--- config.mk ---
export PLATFORM = sky130hd
export DESIGN_NAME = mips_wb_queue
export DESIGN_NICKNAME = d
export VERILOG_FILES = /design/src/rtl/mips_wb_queue.sv
export SDC_FILE = /design/constraint.sdc
export NUM_CORES = 1
export LEC_CHECK = 0
export CORE_UTILIZATION = 40
export CTS_CLUSTER_DIAMETER = 40
export DETAILED_ROUTE_END_ITERATION = 12
export PLACE_DENSITY = 0.68
export SLEW_MARGIN = 20
export SYNTH_ARGS = -nofsm -noshare
export SYNTH_HDL_FRONTEND = slang
export SYNTH_SLANG_ARGS = --single-unit
--- constraint.sdc ---
create_clock -name clock -period 5.41 [get_ports clock]
set_input_delay 0.541 -clock clock [delete_from_list [all_inputs] [get_ports clock]]
set_output_delay 0.541 -clock clock [all_outputs]
set_load 0.01 [all_outputs]
--- src/rtl/mips_wb_queue.sv ---
// rtl/mips_wb_queue.sv - in-order write-back queue with forwarding lookup for the MIPS register file
module mips_wb_queue #(
  parameter int DEPTH = 4,
  parameter int AW    = 5,
  parameter int DW    = 32,
  localparam int PW   = $clog2(DEPTH),
  localparam int CW   = $clog2(DEPTH) + 1
) (
  input  logic          clock,
  input  logic          reset,
  input  logic          in_valid,
  output logic          in_ready,
  input  logic [AW-1:0] in_reg,
  input  logic [DW-1:0] in_data,
  input  logic          wb_hold,
  output logic          RegWrite,
  output logic [AW-1:0] WriteReg,
  output logic [DW-1:0] WriteData,
  input  logic [AW-1:0] fwd_reg_a,
  output logic          fwd_hit_a,
  output logic [DW-1:0] fwd_data_a,
  input  logic [AW-1:0] fwd_reg_b,
  output logic          fwd_hit_b,
  output logic [DW-1:0] fwd_data_b,
  output logic [CW-1:0] count,
  output logic          empty
);

  logic [DW-1:0]    data_q [DEPTH];
  logic [DW-1:0]    data_d [DEPTH];
  logic [AW-1:0]    reg_q  [DEPTH];
  logic [AW-1:0]    reg_d  [DEPTH];
  logic [DEPTH-1:0] valid_q, valid_d;
  logic [PW-1:0]    wr_ptr_q, wr_ptr_d;
  logic [PW-1:0]    rd_ptr_q, rd_ptr_d;
  logic [CW-1:0]    count_q, count_d;
  logic             push, pop;
  logic [PW-1:0]    idx;

  always_comb begin
    empty     = (count_q == '0);
    count     = count_q;
    in_ready  = !reset && (count_q < CW'(DEPTH));
    RegWrite  = !reset && !empty && !wb_hold;
    WriteReg  = empty ? '0 : reg_q[rd_ptr_q];
    WriteData = empty ? '0 : data_q[rd_ptr_q];
    push      = in_valid && in_ready;
    pop       = RegWrite;

    data_d   = data_q;
    reg_d    = reg_q;
    valid_d  = valid_q;
    wr_ptr_d = wr_ptr_q;
    rd_ptr_d = rd_ptr_q;
    count_d  = count_q;

    // Push is blocked when full and pop when empty, so wr and rd never alias here.
    if (push) begin
      data_d[wr_ptr_q]  = in_data;
      reg_d[wr_ptr_q]   = in_reg;
      valid_d[wr_ptr_q] = 1'b1;
      wr_ptr_d          = wr_ptr_q + PW'(1);
    end
    if (pop) begin
      valid_d[rd_ptr_q] = 1'b0;
      rd_ptr_d          = rd_ptr_q + PW'(1);
    end
    if (push && !pop) begin
      count_d = count_q + CW'(1);
    end else if (pop && !push) begin
      count_d = count_q - CW'(1);
    end
  end

  // Walk oldest to newest so the youngest matching entry is the one left standing.
  always_comb begin
    idx        = '0;
    fwd_hit_a  = 1'b0;
    fwd_data_a = '0;
    fwd_hit_b  = 1'b0;
    fwd_data_b = '0;
    for (int i = 0; i < DEPTH; i++) begin
      idx = rd_ptr_q + PW'(i);
      if (valid_q[idx] && (reg_q[idx] == fwd_reg_a)) begin
        fwd_hit_a  = 1'b1;
        fwd_data_a = data_q[idx];
      end
      if (valid_q[idx] && (reg_q[idx] == fwd_reg_b)) begin
        fwd_hit_b  = 1'b1;
        fwd_data_b = data_q[idx];
      end
    end
  end

  always_ff @(posedge clock) begin
    if (reset) begin
      wr_ptr_q <= '0;
      rd_ptr_q <= '0;
      count_q  <= '0;
      valid_q  <= '0;
    end else begin
      wr_ptr_q <= wr_ptr_d;
      rd_ptr_q <= rd_ptr_d;
      count_q  <= count_d;
      valid_q  <= valid_d;
    end
    data_q <= data_d;
    reg_q  <= reg_d;
  end

endmodule

# Word-level counts from Yosys, hierarchy flattened
# Index checks and enable logic that the tools add are counted.
[word_totals]
reg_bits = 159
in_bits = 51
[classes]
n_addsub = 6
magnitude_cmp = 14
n_eq_ne = 8
n_mux = 64
n_bitwise = 8
reduce_logical = 24
[ops]
columns = ["cell", "count"]
rows = [
  ["$mux W32", 18],
  ["$bmux W32 S2", 4],
  ["$bwmux W128", 1],
  ["$demux W32 S2", 1],
  ["$mux W5", 10],
  ["$bmux W5 S2", 4],
  ["$eq A5 B5 Y1", 8],
  ["$bwmux W20", 1],
  ["$logic_and A1 B1 Y1", 17],
  ["$ge A3 B3 Y1 const B", 5],
  ["$lt A2 B3 Y1 const B", 5],
  ["$not A2 Y3", 5],
  ["$mux W1", 14],
  ["$demux W5 S2", 1],
  ["$bmux W1 S2", 4],
  ["$mux W4", 2],
  ["$mux W3", 2],
  ["$logic_not A1 Y1", 5],
  ["$add A2 B1 Y2 const B", 2],
  ["$add A2 B2 Y2 const B", 2],
  ["$and A4 B4 Y4", 1],
  ["$demux W1 S2", 2],
  ["$ge A2 B1 Y1 const B", 2],
  ["$not A4 Y4", 1],
  ["7 further kinds", 7],
]

# Longest topological paths before layout
[logic_depth]
depth_word = 10
depth_mapped = 15

# Worst setup path before layout
# Ideal clock, no wire load.
[synth_timing]
path_kind = "register -> output"
start = "reg rd_ptr_q[1]"
end = "out fwd_data_b[10]"
t_arrival_ps = 3450
slack_ps = 1419
stages_incl_launch_ff = 14
n_path_buf = 4
cell_sequence = "dfxtp_1 -> clkbuf_1 -> inv_1 -> clkbuf_1 -> clkbuf_1 -> ha_1 -> mux4_1 -> xnor2_1 -> and2_2 -> o2111ai_4 -> buf_6 -> mux2_4 -> a211oi_2 -> a21oi_2"
[synth_via]
elab_chain_cells = 10
[synth_rtl]
columns = ["item", "line", "source"]
rows = [
  ["start, declared", "35", "logic [PW-1:0] rd_ptr_q, rd_ptr_d;"],
  ["start signal, assigned", "103", "rd_ptr_q <= rd_ptr_d;"],
  ["$add A2 B1 Y2 or $not A2 Y3 (tied branches)", "83, 88, 90", ""],
  ["$not A2 Y3 (implied by the code) or $bmux W5 S2 (tied branches)", "88, 90", ""],
  ["$bmux W5 S2 or $mux W5 (tied branches)", "88", "if (valid_q[idx] && (reg_q[idx] == fwd_reg_b)) begin"],
  ["$mux W5 (implied by the code)", "88", ""],
  ["$mux W5 (implied by the code) or $eq A5 B5 Y1 (tied branches)", "88", ""],
  ["$eq A5 B5 Y1 or $logic_and A1 B1 Y1 (tied branches)", "88", ""],
  ["$logic_and A1 B1 Y1 or $mux W32 (tied branches)", "88", ""],
  ["$mux W32 (2 in series)", "88", ""],
  ["$mux W32 (*)", "88", ""],
  ["end, declared", "24", "output logic [DW-1:0] fwd_data_b,"],
]
# Every way passes the cells marked *; elsewhere a longest branch is shown, timed or not. The select of a mux whose other input is x is not followed.

# Worst setup path after layout
[layout_timing]
start = "reg rd_ptr_q[0]"
end = "out fwd_data_a[12]"
[layout_via]
elab_chain_cells = 10
[layout_rtl]
columns = ["item", "line", "source"]
rows = [
  ["$add A2 B1 Y2 or $not A2 Y3 (tied branches)", "83, 84, 86", ""],
  ["$not A2 Y3 (implied by the code) or $bmux W5 S2 (tied branches)", "84, 86", ""],
  ["$bmux W5 S2 or $mux W5 (tied branches)", "84", "if (valid_q[idx] && (reg_q[idx] == fwd_reg_a)) begin"],
  ["$mux W5 (implied by the code)", "84", ""],
  ["$mux W5 (implied by the code) or $eq A5 B5 Y1 (tied branches)", "84", ""],
  ["$eq A5 B5 Y1 or $logic_and A1 B1 Y1 (tied branches)", "84", ""],
  ["$logic_and A1 B1 Y1 or $mux W32 (tied branches)", "84", ""],
  ["$mux W32 (2 in series)", "84", ""],
  ["$mux W32 (*)", "84", ""],
  ["end, declared", "21", "output logic [DW-1:0] fwd_data_a,"],
]
# Marked as above.

==> results.txt <==
Average wire length per cell after detail routing: 20.9 um. The run gives 28700 sq um as the die area. The tools report the type of destination of the critical path as an output port.

The run gives 1601 as the number of cells in the finished layout apart from fillers. In this run, synthesis inferred 148 flip-flops with an integrated enable. After detailed routing, the number of vias per cell comes to 5.81. Buffers placed on the I/O ports in this run total 159.

The count of cells resized by post-cts repair is 0. In this run the worst hold path is classified as reg -> reg. The number of nets in the synthesized netlist is 1166. For this run, design rule violations remaining after detail routing come to 0.

Summed over all cells, the static leakage comes to 4.57 nW. Xor/xnor cell area share of the yosys netlist: 0.0391. Worst setup path startpoint: rd_ptr_q[0]$_SDFFE_PP0P_.

The run gives 4.48 ns as the arrival time of the worst setup path. The remaining global-route overflow was 0. The height of the die was 169 um; the worst path buffer plus inverter count was 3. The filler cells instantiated in the layout total 2399. The most critical setup path has its endpoint at fwd_data_a[12]. For this run, the top clock speed supported by timing is 199 MHz. The share of the cycle needed by the critical path after routing was 0.927.

The run gives 0 as the number of warnings issued by yosys. The share of final-layout standard cells stronger than drive strength 1 came out at 0.165. The tools report the worst hold margin as 0.557 ns. TritonCTS built the clock tree. The die is 169 um wide.

CTS saw 159 sinks. Across the routed clock network, the largest skew measured is 0.0113 ns. The floorplan has 60 rows. The worst path in the final design needs a cycle of 5.02 ns, including I/O delays and setup. For this block, the initial DRC count from the detailed router was 725. In this run, synthesis produced a sequential element count of 159.

In this run the power density over the cells is 386 nW/um^2. The first global-routing pass estimated 51.0 mm of wire. In this design, the stage delay of the slowest critical-path cell is 0.60 ns. The tree is rooted in a sky130_fd_sc_hd__clkbuf_16.

In the synthesized netlist, the number of instances is 1105. The tools report the initial antenna violation count as 1. Of all nets on the critical path, the largest fanout is 45.

The startpoint kind of the worst setup timing path was a flip-flop. The portion of the post-synthesis area used by sequential elements was 0.416; the simple logic cell fraction of the synthesized area was 0.114. For this block, the via count after detailed routing is 9306.

Total track usage: 0.235. Entering global routing, the biggest net connects 82 pins. The number of buffers inserted during clock tree synthesis came out at 17. Buffers added to address setup during post-CTS repair amount to 0. The multiplexer fraction of the synthesized cell area is 0.215. The final count of hold timing violations was 0. The synthesized-area fraction occupied by ao, oa, aoi and oai cells is 0.160.

The run finished with clean final reports. The tools report the number of pins exceeding their max-slew limit in the final report as 0. The combinational family with the most area after synthesis is multiplexers. Counting tap cells, the placed design contains a total of 1568 instances. For the pin with the worst max-slew slack, the measured transition is 1.02 ns.

The number of cells on the worst reg-to-reg path is 10. The congestion estimate from routability-driven global placement came to 0.866. The logs give 2.54 ns for the slack of the worst reg-to-reg path and 2 for the largest buffer count on any clock path. The clock tree synthesis step divided the H-tree into 4 levels. The area of the mapped netlist was 11200 sq um; the core region area was 27300 sq um. Post-synthesis adder-cell area fraction: 0.0118. Top flip-flop cell by instance count after synthesis: sky130_fd_sc_hd__edfxtp_1.

In this run the number of cells on the critical path is 10. The half-perimeter wire length of the detailed placement result is 21.0 mm, and the endpoint required time on the critical path is 4.87 ns. The tools report the reg-to-reg startpoint as count[0]$_SDFFE_PP0P_.

For this block, the routed nets add up to 33.5 mm of wire. The net count of the finished layout is 1276. Cell family contributing the most delay on the critical path: buffers and inverters.

Setup repair after global routing left no endpoint under its margin. The logs give 0.43 ns for the source-to-sink clock delay at the later pin of the worst-skew pair and 9009 for the number of global-route vias before repair. The cell type of the slowest stage on the worst timing path was sky130_fd_sc_hd__buf_4.

Max-cap violations in this run came to 0. The worst setup path is of the reg -> out kind. The count of unique library cells instantiated by Yosys is 57. The worst flop-to-flop path endpoint is count[2]$_SDFFE_PP0P_. Clock-pin slew was measured on the worst setup and hold paths at 0.07 ns. A synthesized cell averages 10.1 sq um.

Relative to the synthesized area, the layout overhead comes to 21.6%. The share of synthesized registers carrying an async set or reset was 0; the final number of setup-violating endpoints was 0. VDD sags by at most 0.000296 V.

The tightest slew margin relative to the limit is 0.317. The detail route stage leaves a number of antenna-violating nets equal to 0. 160 I/O pins were placed.

Traced cell by cell, the critical path runs through buf_4 -> mux2i_1 -> xnor2_1 -> nor4_1 -> mux2_2 -> and3_2 -> buf_4 -> mux2_2 -> o21ai_0 -> clkdlybuf4s50_1. The logs give 0.411 for the effective utilization at floorplan and 0 ns for the final-layout setup total negative slack. The total of hold buffers inserted after clock tree synthesis came out at 0.

The first detailed-routing pass took 5 iterations.
[through the flow]
step / total power, mW / util / setup slack (ns) / cell area [sq um]
2_1_floorplan: 3.28 / - / 1.42 / 11200
3_5_place_dp: 4.12 / 0.480 / 0.930 / 13100
3_3_place_gp: 4.09 / 0.480 / 0.979 / 13100
4_1_cts: 5.25 / 0.500 / 0.420 / 13600
5_1_grt: 5.54 / 0.500 / 0.206 / 13600
6_report: 5.25 / 0.500 / 0.393 / 13600
[how the worst min path moves through the flow]
stage | startpoint | to | slack, ns | depth (start not counted)
2_1_floorplan | valid_q[1]$_SDFF_PP0_ | valid_q[1]$_SDFF_PP0_ | 0.50 | 2
3_3_place_gp | count[2]$_SDFFE_PP0P_ | count[2]$_SDFFE_PP0P_ | 0.53 | 2
3_5_place_dp | count[2]$_SDFFE_PP0P_ | count[2]$_SDFFE_PP0P_ | 0.54 | 2
4_1_cts | count[2]$_SDFFE_PP0P_ | count[2]$_SDFFE_PP0P_ | 0.55 | 2
5_1_grt | valid_q[0]$_SDFF_PP0_ | valid_q[0]$_SDFF_PP0_ | 0.59 | 2
6_report | valid_q[0]$_SDFF_PP0_ | valid_q[0]$_SDFF_PP0_ | 0.56 | 2
[flip-flops by register name, summed over array words and instances, names as in the netlist]
signal and flops:
data_q 128, valid_q 4, wr_ptr_q 2, reg_q 20, count 3, rd_ptr_q 2
[per-layer routing]
metal	vias to the layer above	track usage	routed length (um)
met4	0	0.0862	811
met5	-	0	0
li1	4328	-	-
met2	427	0.386	15800
met3	58	0.0485	2510
met1	4493	0.306	14300
[layout by cell type, fill, tap and decap left out, types with 8 or more instances in the layout]
cell	instances
sky130_fd_sc_hd__clkdlybuf4s50_1	159
sky130_fd_sc_hd__edfxtp_1	148
sky130_fd_sc_hd__nor2_1	134
sky130_fd_sc_hd__nand2_1	106
sky130_fd_sc_hd__mux2i_1	97
sky130_fd_sc_hd__mux2_2	85
sky130_fd_sc_hd__o21ai_0	80
sky130_fd_sc_hd__a21oi_1	77
sky130_fd_sc_hd__xnor2_1	44
sky130_fd_sc_hd__a221oi_1	30
sky130_fd_sc_hd__buf_4	25
sky130_fd_sc_hd__nor2b_1	24
sky130_fd_sc_hd__o22ai_1	20
sky130_fd_sc_hd__clkbuf_16	17
sky130_fd_sc_hd__a22oi_1	13
sky130_fd_sc_hd__mux4_2	12
sky130_fd_sc_hd__a211oi_1	12
sky130_fd_sc_hd__mux2_4	11
sky130_fd_sc_hd__a211oi_2	11
sky130_fd_sc_hd__dfxtp_1	9
sky130_fd_sc_hd__nor4_1	8
sky130_fd_sc_hd__a21oi_2	8
sky130_fd_sc_hd__ha_1	8
[Yosys cell counts, types with 2 or more instances]
cell / instances / share of area
sky130_fd_sc_hd__nor2_1: 134 / 0.045
sky130_fd_sc_hd__or3_1: 3 / 0.0017
sky130_fd_sc_hd__and3_1: 5 / 0.0028
sky130_fd_sc_hd__xor2_1: 6 / 0.0047
sky130_fd_sc_hd__nor2b_1: 24 / 0.013
sky130_fd_sc_hd__buf_6: 6 / 0.0060
sky130_fd_sc_hd__a211oi_2: 11 / 0.012
sky130_fd_sc_hd__mux2_2: 85 / 0.085
sky130_fd_sc_hd__o22ai_1: 20 / 0.011
sky130_fd_sc_hd__a22oi_1: 13 / 0.0087
sky130_fd_sc_hd__o31ai_1: 3 / 0.0020
sky130_fd_sc_hd__a32oi_1: 2 / 0.0016
sky130_fd_sc_hd__ha_1: 9 / 0.010
sky130_fd_sc_hd__buf_2: 18 / 0.0080
sky130_fd_sc_hd__buf_4: 3 / 0.0020
sky130_fd_sc_hd__nand3_1: 2 / 0.00089
sky130_fd_sc_hd__o21a_1: 2 / 0.0013
sky130_fd_sc_hd__buf_1: 8 / 0.0027
sky130_fd_sc_hd__edfxtp_1: 148 / 0.40
sky130_fd_sc_hd__xnor2_1: 44 / 0.034
sky130_fd_sc_hd__a221oi_1: 30 / 0.023
sky130_fd_sc_hd__mux2_4: 11 / 0.015
sky130_fd_sc_hd__nor4_1: 8 / 0.0045
sky130_fd_sc_hd__and2_1: 6 / 0.0034
sky130_fd_sc_hd__nor3_1: 8 / 0.0036
sky130_fd_sc_hd__o2111ai_1: 2 / 0.0016
sky130_fd_sc_hd__buf_8: 2 / 0.0027
sky130_fd_sc_hd__mux4_2: 12 / 0.024
sky130_fd_sc_hd__nand2_1: 106 / 0.036
sky130_fd_sc_hd__o211a_1: 2 / 0.0018
sky130_fd_sc_hd__clkbuf_1: 58 / 0.019
sky130_fd_sc_hd__a21oi_1: 77 / 0.034
sky130_fd_sc_hd__a211oi_1: 12 / 0.0080
sky130_fd_sc_hd__mux2i_1: 97 / 0.087
sky130_fd_sc_hd__dfxtp_1: 11 / 0.020
sky130_fd_sc_hd__a21oi_2: 9 / 0.0070
sky130_fd_sc_hd__inv_1: 7 / 0.0023
sky130_fd_sc_hd__o21ai_0: 82 / 0.037
[area by class of cell]
type	count	area (sq um)	share of cell area
timing repair buffer	186	1820	0.134
clock buffer	19	433	0.0318
inverter	8	30.0	0.00220
sequential	159	4670	0.343
antenna	1	2.50	0.000184
clock inverter	13	106	0.00781
multi-input combinational	843	6100	0.448
tap	372	465	0.0342
[logic make-up (layout without fill, tap and decap cells)]
family / Yosys count / in the layout
AOI/OAI and AO/OA: 275 / 275
xor gates and xnor gates: 50 / 50
adders and majority gates: 10 / 10
buffers and inverters: 103 / 226
DFF: 159 / 159
muxes: 207 / 207
other: 0 / 1
and+or+nand+nor: 301 / 301
[power by group]
group	leakage (nW)	internal, mW	switching [mW]
Combinational	2.89	1.14	1.51
Sequential	1.43	1.43	0.0516
Clock	0.254	0.597	0.526
[worst min-delay path, stage by stage, from the launching register on]
cell and delay (ns):
sky130_fd_sc_hd__dfxtp_1 0.35, sky130_fd_sc_hd__nor2_1 0.11, sky130_fd_sc_hd__a211oi_1 0.05
(Power assumes the default switching activity.)
